==> src/rtl/alu_sequencer_pkg.sv <==
// Shared definitions for the ALU sequencer: default widths, opcode values
// and the sequencer state enumeration.
package alu_sequencer_pkg;

   localparam int WIDTH_DEF = 4;
   localparam int OP_W_DEF  = 4;

   // Opcodes 0..7 are single-cycle ALU operations, 8 is the sequenced
   // multiply, everything above 8 is illegal.
   localparam int OP_ADD = 0;
   localparam int OP_SUB = 1;
   localparam int OP_AND = 2;
   localparam int OP_OR  = 3;
   localparam int OP_XOR = 4;
   localparam int OP_NOT = 5;
   localparam int OP_SHL = 6;
   localparam int OP_SHR = 7;
   localparam int OP_MUL = 8;

   typedef enum logic [1:0] {
      S_IDLE = 2'd0,
      S_EXEC = 2'd1,
      S_MUL  = 2'd2,
      S_DONE = 2'd3
   } state_e;

endpackage

==> src/rtl/alu_sequencer_if.sv <==
// Bus between the sequencer and the external combinational ALU.
// The sequencer drives registered operands/opcode and reads the result
// back in the same cycle.
interface alu_sequencer_if
   import alu_sequencer_pkg::*;
#(
   parameter int WIDTH = WIDTH_DEF,
   parameter int OP_W  = OP_W_DEF
);

   logic [WIDTH-1:0] alu_a;
   logic [WIDTH-1:0] alu_b;
   logic [OP_W-1:0]  alu_op;
   logic [WIDTH-1:0] alu_y;

   modport master (
      output alu_a,
      output alu_b,
      output alu_op,
      input  alu_y
   );

   modport slave (
      input  alu_a,
      input  alu_b,
      input  alu_op,
      output alu_y
   );

endinterface

==> src/rtl/alu_sequencer_enable_sync.sv <==
// Synchronizer and rising-edge detector for the asynchronous enable input.
// Produces a one-cycle start pulse per genuine low-to-high transition.
module enable_sync
   import alu_sequencer_pkg::*;
(
   input  logic clock,
   input  logic reset_n,
   input  logic enable,
   output logic start
);

   logic sync1_q, sync1_d;
   logic sync2_q, sync2_d;
   logic sync3_q, sync3_d;
   logic fill1_q, fill1_d;
   logic fill2_q, fill2_d;
   logic armed_q, armed_d;

   // Next-state for the synchronizer chain; the fill chain marks when sync2
   // holds a real sample of enable rather than its reset value, and the
   // detector is only armed once enable has genuinely been seen low. This
   // keeps an enable that is already high at reset release from starting.
   always_comb begin
      sync1_d = enable;
      sync2_d = sync1_q;
      sync3_d = sync2_q;
      fill1_d = 1'b1;
      fill2_d = fill1_q;
      armed_d = armed_q | (fill2_q & ~sync2_q);
   end

   // Synchronizer, edge-detect and arming flops.
   always_ff @(posedge clock or negedge reset_n) begin
      if (!reset_n) begin
         sync1_q <= 1'b0;
         sync2_q <= 1'b0;
         sync3_q <= 1'b0;
         fill1_q <= 1'b0;
         fill2_q <= 1'b0;
         armed_q <= 1'b0;
      end else begin
         sync1_q <= sync1_d;
         sync2_q <= sync2_d;
         sync3_q <= sync3_d;
         fill1_q <= fill1_d;
         fill2_q <= fill2_d;
         armed_q <= armed_d;
      end
   end

   assign start = sync2_q & ~sync3_q & armed_q;

endmodule

==> src/rtl/alu_sequencer.sv <==
// Sequences an external combinational ALU: single-cycle ops take one EXEC
// cycle, MUL is built from WIDTH shift-and-add steps through the ALU's ADD.
module alu_sequencer
   import alu_sequencer_pkg::*;
#(
   parameter int WIDTH = WIDTH_DEF,
   parameter int OP_W  = OP_W_DEF
) (
   input  logic               clock,
   input  logic               reset_n,
   input  logic               enable,
   input  logic [OP_W-1:0]    operation,
   input  logic [2*WIDTH-1:0] sw,
   alu_sequencer_if.master    alu_bus,
   output logic [WIDTH-1:0]   rezult,
   output logic               busy,
   output logic               done,
   output logic               err
);

   localparam int IDX_W = (WIDTH > 1) ? $clog2(WIDTH) : 1;

   logic             start;
   logic             op_single;
   logic             op_mul;
   logic [WIDTH-1:0] sw_a;
   logic [WIDTH-1:0] sw_b;
   logic             mul_last;

   state_e           state_q, state_d;
   logic [WIDTH-1:0] alu_a_q, alu_a_d;
   logic [WIDTH-1:0] alu_b_q, alu_b_d;
   logic [OP_W-1:0]  alu_op_q, alu_op_d;
   logic [WIDTH-1:0] rezult_q, rezult_d;
   logic             err_q, err_d;
   logic [WIDTH-1:0] acc_q, acc_d;
   logic [IDX_W-1:0] idx_q, idx_d;
   logic [WIDTH-1:0] mul_a_q, mul_a_d;
   logic [WIDTH-1:0] mul_b_q, mul_b_d;

   // Partial product for bit i of the multiplier: A shifted by i, or zero.
   function automatic logic [WIDTH-1:0] partial(input logic [WIDTH-1:0] a,
                                                input logic [WIDTH-1:0] b,
                                                input logic [IDX_W-1:0] i);
      return b[i] ? (a << i) : '0;
   endfunction

   enable_sync u_enable_sync (
      .clock   (clock),
      .reset_n (reset_n),
      .enable  (enable),
      .start   (start)
   );

   assign sw_a      = sw[WIDTH-1:0];
   assign sw_b      = sw[2*WIDTH-1:WIDTH];
   assign op_single = (operation <= OP_W'(OP_SHR));
   assign op_mul    = (operation == OP_W'(OP_MUL));
   assign mul_last  = (idx_q == IDX_W'(WIDTH - 1));

   // State register.
   always_ff @(posedge clock or negedge reset_n) begin
      if (!reset_n) begin
         state_q <= S_IDLE;
      end else begin
         state_q <= state_d;
      end
   end

   // Next-state logic; a start seen outside IDLE is simply ignored.
   always_comb begin
      state_d = state_q;
      case (state_q)
         S_IDLE: begin
            if (start) begin
               if (op_single)   state_d = S_EXEC;
               else if (op_mul) state_d = S_MUL;
               else             state_d = S_DONE;
            end
         end
         S_EXEC:  state_d = S_DONE;
         S_MUL:   if (mul_last) state_d = S_DONE;
         S_DONE:  state_d = S_IDLE;
         default: state_d = S_IDLE;
      endcase
   end

   // Status outputs decoded from the current state.
   always_comb begin
      busy = (state_q != S_IDLE);
      done = (state_q == S_DONE);
   end

   // Datapath next values: operand capture, result capture and the
   // multiply accumulation. During MUL the ALU bus carries acc and the next
   // partial product so that the ALU's ADD produces the new accumulator.
   always_comb begin
      alu_a_d  = alu_a_q;
      alu_b_d  = alu_b_q;
      alu_op_d = alu_op_q;
      rezult_d = rezult_q;
      err_d    = err_q;
      acc_d    = acc_q;
      idx_d    = idx_q;
      mul_a_d  = mul_a_q;
      mul_b_d  = mul_b_q;
      case (state_q)
         S_IDLE: begin
            if (start) begin
               if (op_single) begin
                  alu_a_d  = sw_a;
                  alu_b_d  = sw_b;
                  alu_op_d = operation;
                  err_d    = 1'b0;
               end else if (op_mul) begin
                  mul_a_d  = sw_a;
                  mul_b_d  = sw_b;
                  alu_op_d = OP_W'(OP_ADD);
                  acc_d    = '0;
                  idx_d    = '0;
                  alu_a_d  = '0;
                  alu_b_d  = partial(sw_a, sw_b, '0);
                  err_d    = 1'b0;
               end else begin
                  err_d    = 1'b1;
               end
            end
         end
         S_EXEC: begin
            rezult_d = alu_bus.alu_y;
         end
         S_MUL: begin
            acc_d   = alu_bus.alu_y;
            idx_d   = idx_q + 1'b1;
            alu_a_d = alu_bus.alu_y;
            alu_b_d = partial(mul_a_q, mul_b_q, idx_q + 1'b1);
            if (mul_last) begin
               rezult_d = alu_bus.alu_y;
            end
         end
         default: ;
      endcase
   end

   // Datapath registers.
   always_ff @(posedge clock or negedge reset_n) begin
      if (!reset_n) begin
         alu_a_q  <= '0;
         alu_b_q  <= '0;
         alu_op_q <= '0;
         rezult_q <= '0;
         err_q    <= 1'b0;
         acc_q    <= '0;
         idx_q    <= '0;
         mul_a_q  <= '0;
         mul_b_q  <= '0;
      end else begin
         alu_a_q  <= alu_a_d;
         alu_b_q  <= alu_b_d;
         alu_op_q <= alu_op_d;
         rezult_q <= rezult_d;
         err_q    <= err_d;
         acc_q    <= acc_d;
         idx_q    <= idx_d;
         mul_a_q  <= mul_a_d;
         mul_b_q  <= mul_b_d;
      end
   end

   assign alu_bus.alu_a  = alu_a_q;
   assign alu_bus.alu_b  = alu_b_q;
   assign alu_bus.alu_op = alu_op_q;
   assign rezult         = rezult_q;
   assign err            = err_q;

endmodule
==> src/flat_wrapper.sv <==
// flat-port wrapper written by rule: the top's interface ports become plain ports
module alu_sequencer_flat import alu_sequencer_pkg::*;
#(
   parameter int WIDTH = WIDTH_DEF,
   parameter int OP_W  = OP_W_DEF
)
  (clock, reset_n, enable, operation, sw, rezult, busy, done, err, alu_bus_alu_a, alu_bus_alu_b, alu_bus_alu_op, alu_bus_alu_y);
  alu_sequencer_if #(.WIDTH(WIDTH), .OP_W(OP_W)) alu_bus_i ();
  input  logic clock;
  input  logic reset_n;
  input  logic enable;
  input  logic [OP_W-1:0] operation;
  input  logic [2*WIDTH-1:0] sw;
  output logic [WIDTH-1:0] rezult;
  output logic busy;
  output logic done;
  output logic err;
  output wire logic [$bits(alu_bus_i.alu_a)-1:0] alu_bus_alu_a;
  output wire logic [$bits(alu_bus_i.alu_b)-1:0] alu_bus_alu_b;
  output wire logic [$bits(alu_bus_i.alu_op)-1:0] alu_bus_alu_op;
  input wire logic [$bits(alu_bus_i.alu_y)-1:0] alu_bus_alu_y;
  assign alu_bus_alu_a = alu_bus_i.alu_a;
  assign alu_bus_alu_b = alu_bus_i.alu_b;
  assign alu_bus_alu_op = alu_bus_i.alu_op;
  assign alu_bus_i.alu_y = alu_bus_alu_y;
  alu_sequencer #(.WIDTH(WIDTH), .OP_W(OP_W)) u_core (.clock(clock), .reset_n(reset_n), .enable(enable), .operation(operation), .sw(sw), .alu_bus(alu_bus_i), .rezult(rezult), .busy(busy), .done(done), .err(err));
endmodule
==> config.mk <==
export PLATFORM = sky130hd
export DESIGN_NAME = alu_sequencer_flat
export DESIGN_NICKNAME = d
export VERILOG_FILES = /design/src/rtl/alu_sequencer_pkg.sv /design/src/rtl/alu_sequencer_if.sv /design/src/rtl/alu_sequencer_enable_sync.sv /design/src/rtl/alu_sequencer.sv /design/src/flat_wrapper.sv
export SDC_FILE = /design/constraint.sdc
export NUM_CORES = 1
export LEC_CHECK = 0
export ABC_CLOCK_PERIOD_IN_PS = 1700
export BUFFER_PORTS_ARGS = -buffer_cell sky130_fd_sc_hd__buf_2
export CORE_ASPECT_RATIO = 1.5
export CORE_MARGIN = 1.5
export CORE_UTILIZATION = 45
export DETAILED_ROUTE_END_ITERATION = 16
export PLACE_DENSITY = 0.76
export SYNTH_ARGS = -nofsm -noshare
export SYNTH_HDL_FRONTEND = slang
export SYNTH_SLANG_ARGS = --single-unit
==> constraint.sdc <==
create_clock -name clock -period 1.7 [get_ports clock]
set_clock_uncertainty 0.1 [all_clocks]
set_input_delay 0 -clock clock [delete_from_list [all_inputs] [get_ports clock]]
set_output_delay 0 -clock clock [all_outputs]
set_load 0.02 [all_outputs]
======== After elaboration in Yosys (flattened, before gate mapping) ========
Index checks and enable logic that the tools add are counted.
cells by class
  add/sub/neg operators ................... 1
  $lt $le $gt $ge ......................... 2
  equal/unequal tests ..................... 10
  shift-type cells ........................ 1
  multiplexer cells ....................... 26
  bitwise operators ....................... 7
  reductions and logical operators ........ 12
operator list
  cell                                                                               number
  4-bit 2-to-1 mux                                                                   10
  4-bit one-hot mux with 2 select lines                                              3
  2-bit 2-to-1 mux                                                                   6
  2-bit one-hot mux with 4 select lines                                              1
  4-bit AND reduction                                                                2
  2-bit nonzero test                                                                 4
  2-bit == test (second input constant)                                              3
  2-bit by 1-bit inequality test with 1-bit output (second input constant)           3
  2-bit AND reduction                                                                3
  3-bit AND reduction                                                                2
  4-bit == test (second input constant)                                              1
  4-bit by 3-bit less-or-equal comparator with 1-bit output (second input constant)  1
  1-bit 2-to-1 mux                                                                   4
  2-bit one-hot mux with 2 select lines                                              1
  4-bit by 2-bit left shift with 4-bit output                                        1
  1-bit AND                                                                          3
  2-bit by 3-bit less-than comparator with 1-bit output (second input constant)      1
  3-bit by 1-bit inequality test with 1-bit output (second input constant)           1
  1-bit inverter                                                                     3
  2-bit by 1-bit adder with 2-bit output (second input constant)                     1
  1-bit binary-select mux with 2-bit select                                          1
  2-bit by 1-bit == test with 1-bit output (second input constant)                   1
  2-bit logical NOT                                                                  1
  2-bit inequality test (second input constant)                                      1
  1-bit bitwise OR                                                                   1
storage, ports and cells
  flip-flop bits (word level) ............. 35
  input port bits ......................... 19

======== Longest topological paths before layout ========
Gate-level depths: netlist (run 1).
  depth in word-level cells ............... 5
  gate-level depth with buffers ........... 8
  gate-level depth less buffers ........... 6

======== By module ========
Synthesis (run 1) repeated with hierarchy kept, for this count alone.
unflattened totals
  cells, all modules ...................... 143
  area, all modules ....................... 1662.8 sq um
modules (own cells, without submodules)
  module         times used  cells each  area an instance (sq um)
  alu_sequencer  1           132         1490.2
  enable_sync    1           11          172.7

======== Least setup slack after synthesis (run 1) ========
Ideal clock, no wire load.
  path kind ............................... reg-to-reg
  from .................................... register u_core.state_q[0]
  to ...................................... register u_core.mul_a_q[0]
  setup time .............................. 0.125 ns
  arrival time ............................ 1.511 ns
  setup slack ............................. -0.036 ns
  stages on the path, launching flop included .. 8
  path buffers ............................ 2
  clock period less this slack ............ 1.736 ns
  cells stage by stage .................... dfrtp_1 inv_1 ha_1 buf_4 and4b_4 nand3_2 buf_6 mux2_4
on the way
  longest elaborated chain between the ends .. 2
ends and longest elaborated chain
  what                                  line                  RTL
  start: declaration                    alu_sequencer.sv:30   state_e state_q, state_d;
  start signal: assignment              alu_sequencer.sv:66   state_q <= state_d;
  2-bit logical NOT                     alu_sequencer.sv:107  case (state_q)
  4-bit AND reduction (no source line)  -
  end signal: assignment                alu_sequencer.sv:165  mul_a_q <= mul_a_d;
  end: declaration                      alu_sequencer.sv:38   logic [WIDTH-1:0] mul_a_q, mul_a_d;
No other way between the ends.
A chain may end at the register's enable or synchronous reset.

======== Worst setup path in the final report (run 1) ========
  from .................................... register u_core.state_q[1]
  to ...................................... register u_core.mul_a_q[3]
The elaborated chain is that of the path after synthesis.

==> flow_summary.ini, run 1 <==
[yosys]
ys_types = 36
ys_seq_area_share_pct = 53.3
synth_nets = 165
post-synth-top-area-cell = dfrtp_1
yosysTopAreaCellShare_pct = 53.3
synth_edf_count = 0
async_flop_share_pct = 100
yosysWarnings = 0
syn_area_um2 = 1640
synth-main-ff-cell = dfrtp_1
synthCells = 142
yosys.cell_count.top_type = dfrtp_1
synth_common_cells = dfrtp_1 (35), inv_1 (10), nand2_1 (9)
synth-seq-cells = 35
synth.avg_cell_area_um2 = 11.6
synth.area.top_cells = dfrtp_1 (53%), mux2_4 (6.4%), mux2i_1 (4.3%)

[global_routing]
grt_pass1_wl_mm = 6.86
grtUsageTotal_pct = 23.3
grt_max_degree = 36
overflow = 0
antenna_found_initial = 0
first_global_vias = 1535

[power_and_ir_drop]
ir_worst_vdd_v = 0.00128
power.total_uw = 4170
cellLeakagePower_uw = 0.00113
powerDensity_nw_per_um2 = 1790

[cells_and_area]
fillers = 281
nets = 234
drive_gt1_share_pct = 41.5
fin_area_um2 = 2330
antenna_cells = 0
multi_input_area_um2 = 772
seq_area_um2 = 876
area_growth_pct = 41.6

[floorplanning]
die_h_um = 77.0
initial_utilization_pct = 47.7
rows = 26
core_um2 = 3450
io_pins = 38
die-width_um = 52.4
die_area_um2 = 4030

[placed_design]
hpwl_mm = 2.74
placed_cell_area_um2 = 1950
gp_congestion = 0.813
io_buffers = 37

[timing]
fmax_ghz = 0.594
fin_crit_ns = 1.68
rsz0062_at_grt = yes
fin_crit_sh_pct = 99.0
slew_headroom_pct = 48.9
worst_pin_slew_ns = 0.767
hold_viol = 0
slew_violations = 0
setup_viol = 0
fin_hold_ws_ns = 0.0842

[routing]
drtIter0Drc = 46
wl_met3_um = 179
postRouteAntennaNets = 0
drt-met1-wl_mm = 1.50
drc_errors = 0
firstDrtPassIters = 4
wl_per_cell_um = 16.3
wl_met2_mm = 2.35
via_count = 1372
topRoutingLayerUsed = met4
wl_mm = 4.15
routed_via_density = 5.40

[setup_path]
r2r_start = u_core.state_q[1]
worstPathArrival_ns = 1.76
cp.required_ns = 1.78
ff2ff_setup_slack_ns = 0.02
r2r_end = u_core.mul_a_q[3]
worstSetupEndpointType = flip-flop
cp-start-kind = flip-flop
r2r_cells = 5
crit_path_max_fanout = 6
critPathKind = reg -> reg

[worst_hold_path]
holdPathEnd = u_core.state_q[0]
hold_class = in -> reg
hold_path_depth = 5
hp-start = operation[0]

[cts]
cts-root-buf = clkbuf_8
clk_latency_ns = 0.29
cts.clk_slew.worst_paths_ns = 0.07
cts_tree = built
clockBufferDepth = 2
cts-htree-levels = 2
cts_buffers = 5
cts_num_sinks = 35

[flow_run]
maxCapViolCount = 0

[status]
status = finished, final reports clean
[sequential cells by signal (all words and copies together), names as in the netlist, 2 cells and up]
signal                 cells
u_core.mul_a_q             4
u_core.alu_bus.alu_b       4
u_core.rezult              4
u_core.mul_b_q             4
u_core.idx_q               2
u_core.state_q             2
u_core.alu_bus.alu_op      4
u_core.alu_bus.alu_a       4
[logic make-up (layout without fill, tap and decap cells)]
group                    Yosys count  count (layout)  share of synthesized area (%)
AO/OA/AOI/OAI                     35              35                           14.1
adder cells (fa/ha/maj)            4               4                           3.04
buffers and inverters             16              85                           4.57
flip-flops                        35              35                           53.3
multiplexers                      20              20                           14.8
other                              1               1                          0.228
AND/OR/NAND/NOR                   31              32                           10.0
[repair_timing]
| item | in CTS | in global routing |
|---|---|---|
| buffers inserted | 1 | 1 |
| endpoints found under the setup margin | 22 | 25 |
| hold endpoints to repair | 55 | 0 |
| gates cloned | 1 | 0 |
| pin swaps | 1 | 5 |
| hold buffers | 17 | 0 |
| gates resized for setup | 6 | 11 |
[critical path: stages (launching register included)]
cell	delay, ns
dfrtp_1	0.41
inv_2	0.09
ha_4	0.15
and4b_4	0.32
nand3_4	0.16
mux2_4	0.35
[cell type report]
class                      instances  share of cell area (%)
timing repair buffer              67                    20.3
sequential                        35                    37.6
multi-input combinational         92                    33.2
clock buffer                       6                    3.55
clock inverter                     2                    1.50
inverter                          10                    1.61
tap                               42                    2.26
[where the power goes]
group	switching, uW	internal [uW]	total [uW]
clock	296	474	770
sequential	168	1120	1290
combinational	1100	1010	2120
[cells in the final DEF, fill, tap and decap left out, drive strengths merged, types with 4 or more instances in the layout]
master and count:
clkbuf 6, nand3 8, dlygate4sd3 17, mux2 13, o21ai 9, a22oi 4
buf 50, nand2 9, nand2b 5, ha 4, dfrtp 35, inv 10
a21oi 8, mux2i 7
[through the flow]
| step | worst slack [ns] | TNS [ns] | utilization, % | cells |
|---|---|---|---|---|
| detailed placement | -0.0554 | -0.362 | 56.5 | 226 |
| global route | -0.0432 | -0.413 | 67.5 | 254 |
| floorplan | -0.00806 | -0.0564 | - | 142 |
| global placement | 0.0188 | 0 | 56.5 | 226 |
| CTS | 0.0165 | 0 | 66.1 | 253 |
| finish | 0.0166 | 0 | 67.5 | 254 |
[per-layer routing]
metal / track usage (%) / up-vias
met5: 0 / -
met4: 7.95 / 0
met3: 6.03 / 9
met1: 25.0 / 671
met2: 42.3 / 51
li1: - / 641
[worst max-delay path by stage]
stage	startpoint	endpoint	slack, ns	cells past startpoint
final	u_core.state_q[1]	u_core.mul_a_q[3]	0.02	5
after global routing	u_core.state_q[1]	u_core.mul_a_q[3]	-0.04	5
after CTS	operation[2]	u_core.mul_a_q[0]	0.02	5
after detailed placement	u_core.state_q[1]	u_core.idx_q[0]	-0.06	6
after global placement	u_core.state_q[1]	u_core.mul_b_q[1]	0.02	5
after floorplan	u_core.state_q[1]	u_core.mul_a_q[0]	-0.008	7
(Power assumes the default switching activity.)
==> run 2, diff against run 1 <==
Settings changed: ABC_AREA set to 1.
==> run 2 against run 1 <==
  * Maximum frequency is 4.5% higher
  * Sequential share of layout area is 1.5 points higher
  * Hold slack worse by 0.075 ns
  * Sequential power hardly changed
  * Combinational power is 9.9% lower
  * Count of clock-buffer cells in the layout stayed put
  * Power is 4.8% lower
==> flow_summary.ini, run 2 <==
[floorplanning]
initial_utilization_pct = 46.4
die-width_um = 53.1
die_area_um2 = 4140
die_h_um = 78.1
core_um2 = 3650
io_pins = 38
rows = 27

[power_and_ir_drop]
internal_power_uw = 2340
p_sw_share_pct = 41.1
p_seq_share_pct = 32.6
powerDensity_nw_per_um2 = 1770
cellLeakagePower_uw = 0.00114
clkPwrFrac_pct = 19.3
switchingPower_uw = 1630
p_comb_share_pct = 48.1
ir_worst_vdd_v = 0.000894

[setup_path]
cp.required_ns = 1.77
cp-start-kind = flip-flop
critPathKind = reg -> reg
r2r_start = u_core.state_q[0]
worstSetupEndpointType = flip-flop
crit_path_max_fanout = 4
worstPathArrival_ns = 1.68
cp_slowest_cell = dfrtp_1
critPathTopFamily = flip-flops
crit_chain = inv_2 > ha_2 > inv_1 > or2_1 > nand2_2 > mux2_2
r2r_cells = 6
r2r_end = u_core.rezult[2]
critical_path_buf_inv_count = 2
ff2ff_setup_slack_ns = 0.09
cpPeakStageDelay_ns = 0.39

[cts]
cts_buffers = 5
cts_num_sinks = 35
cts_tree = built
cts-htree-levels = 2
cts.clk_slew.worst_paths_ns = 0.07
cts-root-buf = clkbuf_8
clk_latency_ns = 0.28
clockBufferDepth = 2

[routing]
firstDrtPassIters = 4
drc_errors = 0
wl_mm = 3.81
via_count = 1441
drtIter0Drc = 41
routed_via_density = 4.90
postRouteAntennaNets = 0
wl_per_cell_um = 13.0

[placed_design]
gp_congestion = 0.828
hpwl_mm = 2.55
placed_cell_area_um2 = 1930
io_buffers = 37

[timing]
worst_pin_slew_ns = 0.767
fin_tns_setup_ns = 0
fin_crit_sh_pct = 94.8
slew_headroom_pct = 48.9
fin_crit_ns = 1.61
setup_viol = 0
slew_violations = 0
fin_hold_ws_ns = 0.00917
fmax_ghz = 0.621
hold_viol = 0
rsz0062_at_grt = no

[yosys]
yosysWarnings = 0
ys_seq_area_share_pct = 51.8
synth_nets = 212
post-synth-top-area-cell = dfrtp_1
synth.avg_cell_area_um2 = 8.95
synth-main-ff-cell = dfrtp_1
synth.area.top_cells = dfrtp_1 (52%), nand2_1 (11%), nand3_1 (4.7%)
async_flop_share_pct = 100
synth_edf_count = 0
ys_types = 26
yosys.cell_count.top_type = nand2_1
yosysTopAreaCellShare_pct = 51.8
synthCells = 189
syn_area_um2 = 1690
synth-seq-cells = 35
synth_common_cells = nand2_1 (50), dfrtp_1 (35), inv_1 (21)

[global_routing]
grtUsageTotal_pct = 20.1
overflow = 0
first_global_vias = 1429
grt_pass1_wl_mm = 6.19
grt_max_degree = 36
antenna_found_initial = 0

[worst_hold_path]
hp-start = operation[3]
hold_class = in -> reg
hold_path_depth = 4
holdPathEnd = u_core.alu_bus.alu_op[0]

[cells_and_area]
area_growth_pct = 32.4
drive_gt1_share_pct = 29.5
final_common_cell = nand2_1
multi_input_area_um2 = 704
final_util_pct = 61.4
fin_area_um2 = 2240
layout_common_cells = nand2_1 (50), buf_2 (37), dfrtp_1 (35)
antenna_cells = 0
nets = 273
fillers = 300
seq_area_um2 = 876

[flow_run]
maxCapViolCount = 0

[status]
status = finished, final reports clean
run 2: cell types whose count changed in the layout (fill, tap and decap cells not counted), moves of 7 or more:
cell,change
inv_1,+12
mux2_4,-7
buf_4,-7
nand3_1,+10
mux2i_1,-7
o21ai_0,+10
nand2_1,+42
run 2: how the worst max path moves through the flow:
stage	start	endpoint	slack, ns	cells after the start
after floorplan	u_core.state_q[0]	u_core.rezult[0]	0.1	6
after global placement	u_core.state_q[0]	u_core.alu_bus.alu_b[3]	0.07	7
after detailed placement	u_core.state_q[0]	u_core.alu_bus.alu_b[2]	0.03	7
after CTS	u_core.state_q[0]	u_core.rezult[3]	0.06	6
after global routing	u_core.state_q[0]	u_core.rezult[0]	0.02	6
final	u_core.state_q[0]	u_core.rezult[2]	0.09	6
run 2: logic make-up after synthesis:
group                      Yosys count  share of synthesized area [%]
and+or+nand+nor                     83                           22.9
adders and majority gates            4                           2.96
buffers and inverters               28                           7.17
DFF                                 35                           51.8
muxes                                4                           2.66
AOI/OAI and AO/OA                   34                           12.4
other                                1                          0.222
run 2: cell type report:
type                       count  share of cell area [%]
inverter                      24                    4.02
timing repair buffer          58                    17.8
clock inverter                 2                    1.56
clock buffer                   6                    3.69
tap                           43                    2.40
sequential                    35                    39.1
multi-input combinational    126                    31.5
run 2: worst register-to-register path: cells and delay by family, from the launching register on:
family                   cells  cell delay, ns
multiplexers                 1            0.35
AND/OR/NAND/NOR              2            0.37
flip-flops                   1            0.39
buffers and inverters        2            0.12
adder cells (fa/ha/maj)      1            0.17
run 2: per-stage QoR:
| stage | power (uW) | cells | setup WS (ns) |
|---|---|---|---|
| 6_report | 3970 | 294 | 0.0888 |
| 5_1_grt | 4290 | 294 | 0.0205 |
| 4_1_cts | 3940 | 293 | 0.0589 |
| 3_5_place_dp | 3110 | 268 | 0.0335 |
| 3_3_place_gp | 3060 | 268 | 0.0742 |
| 2_1_floorplan | 2640 | 189 | 0.0962 |
run 2: power groups by stage:
stage | Clock [uW] | Sequential, uW | Combinational [uW]
2_1_floorplan | 0 | 1500 | 1140
3_3_place_gp | 0 | 1290 | 1770
3_5_place_dp | 0 | 1300 | 1810
4_1_cts | 783 | 1290 | 1870
5_1_grt | 832 | 1330 | 2130
6_report | 767 | 1290 | 1910
run 2: timing repair:
| action | in CTS | in global routing |
|---|---|---|
| setup endpoints to repair | 2 | 10 |
| buffers inserted | 0 | 1 |
| hold endpoints to repair | 55 | 0 |
| pin swaps | 0 | 1 |
| hold buffers | 17 | 0 |
| gates resized for setup | 1 | 3 |
run 2: routing by layer:
metal | global-route usage, % | part of all wire (%)
met5 | 0 | 0
met4 | 9.74 | 2.9
met3 | 3.99 | 3.5
met2 | 35.5 | 53
met1 | 22.0 | 41
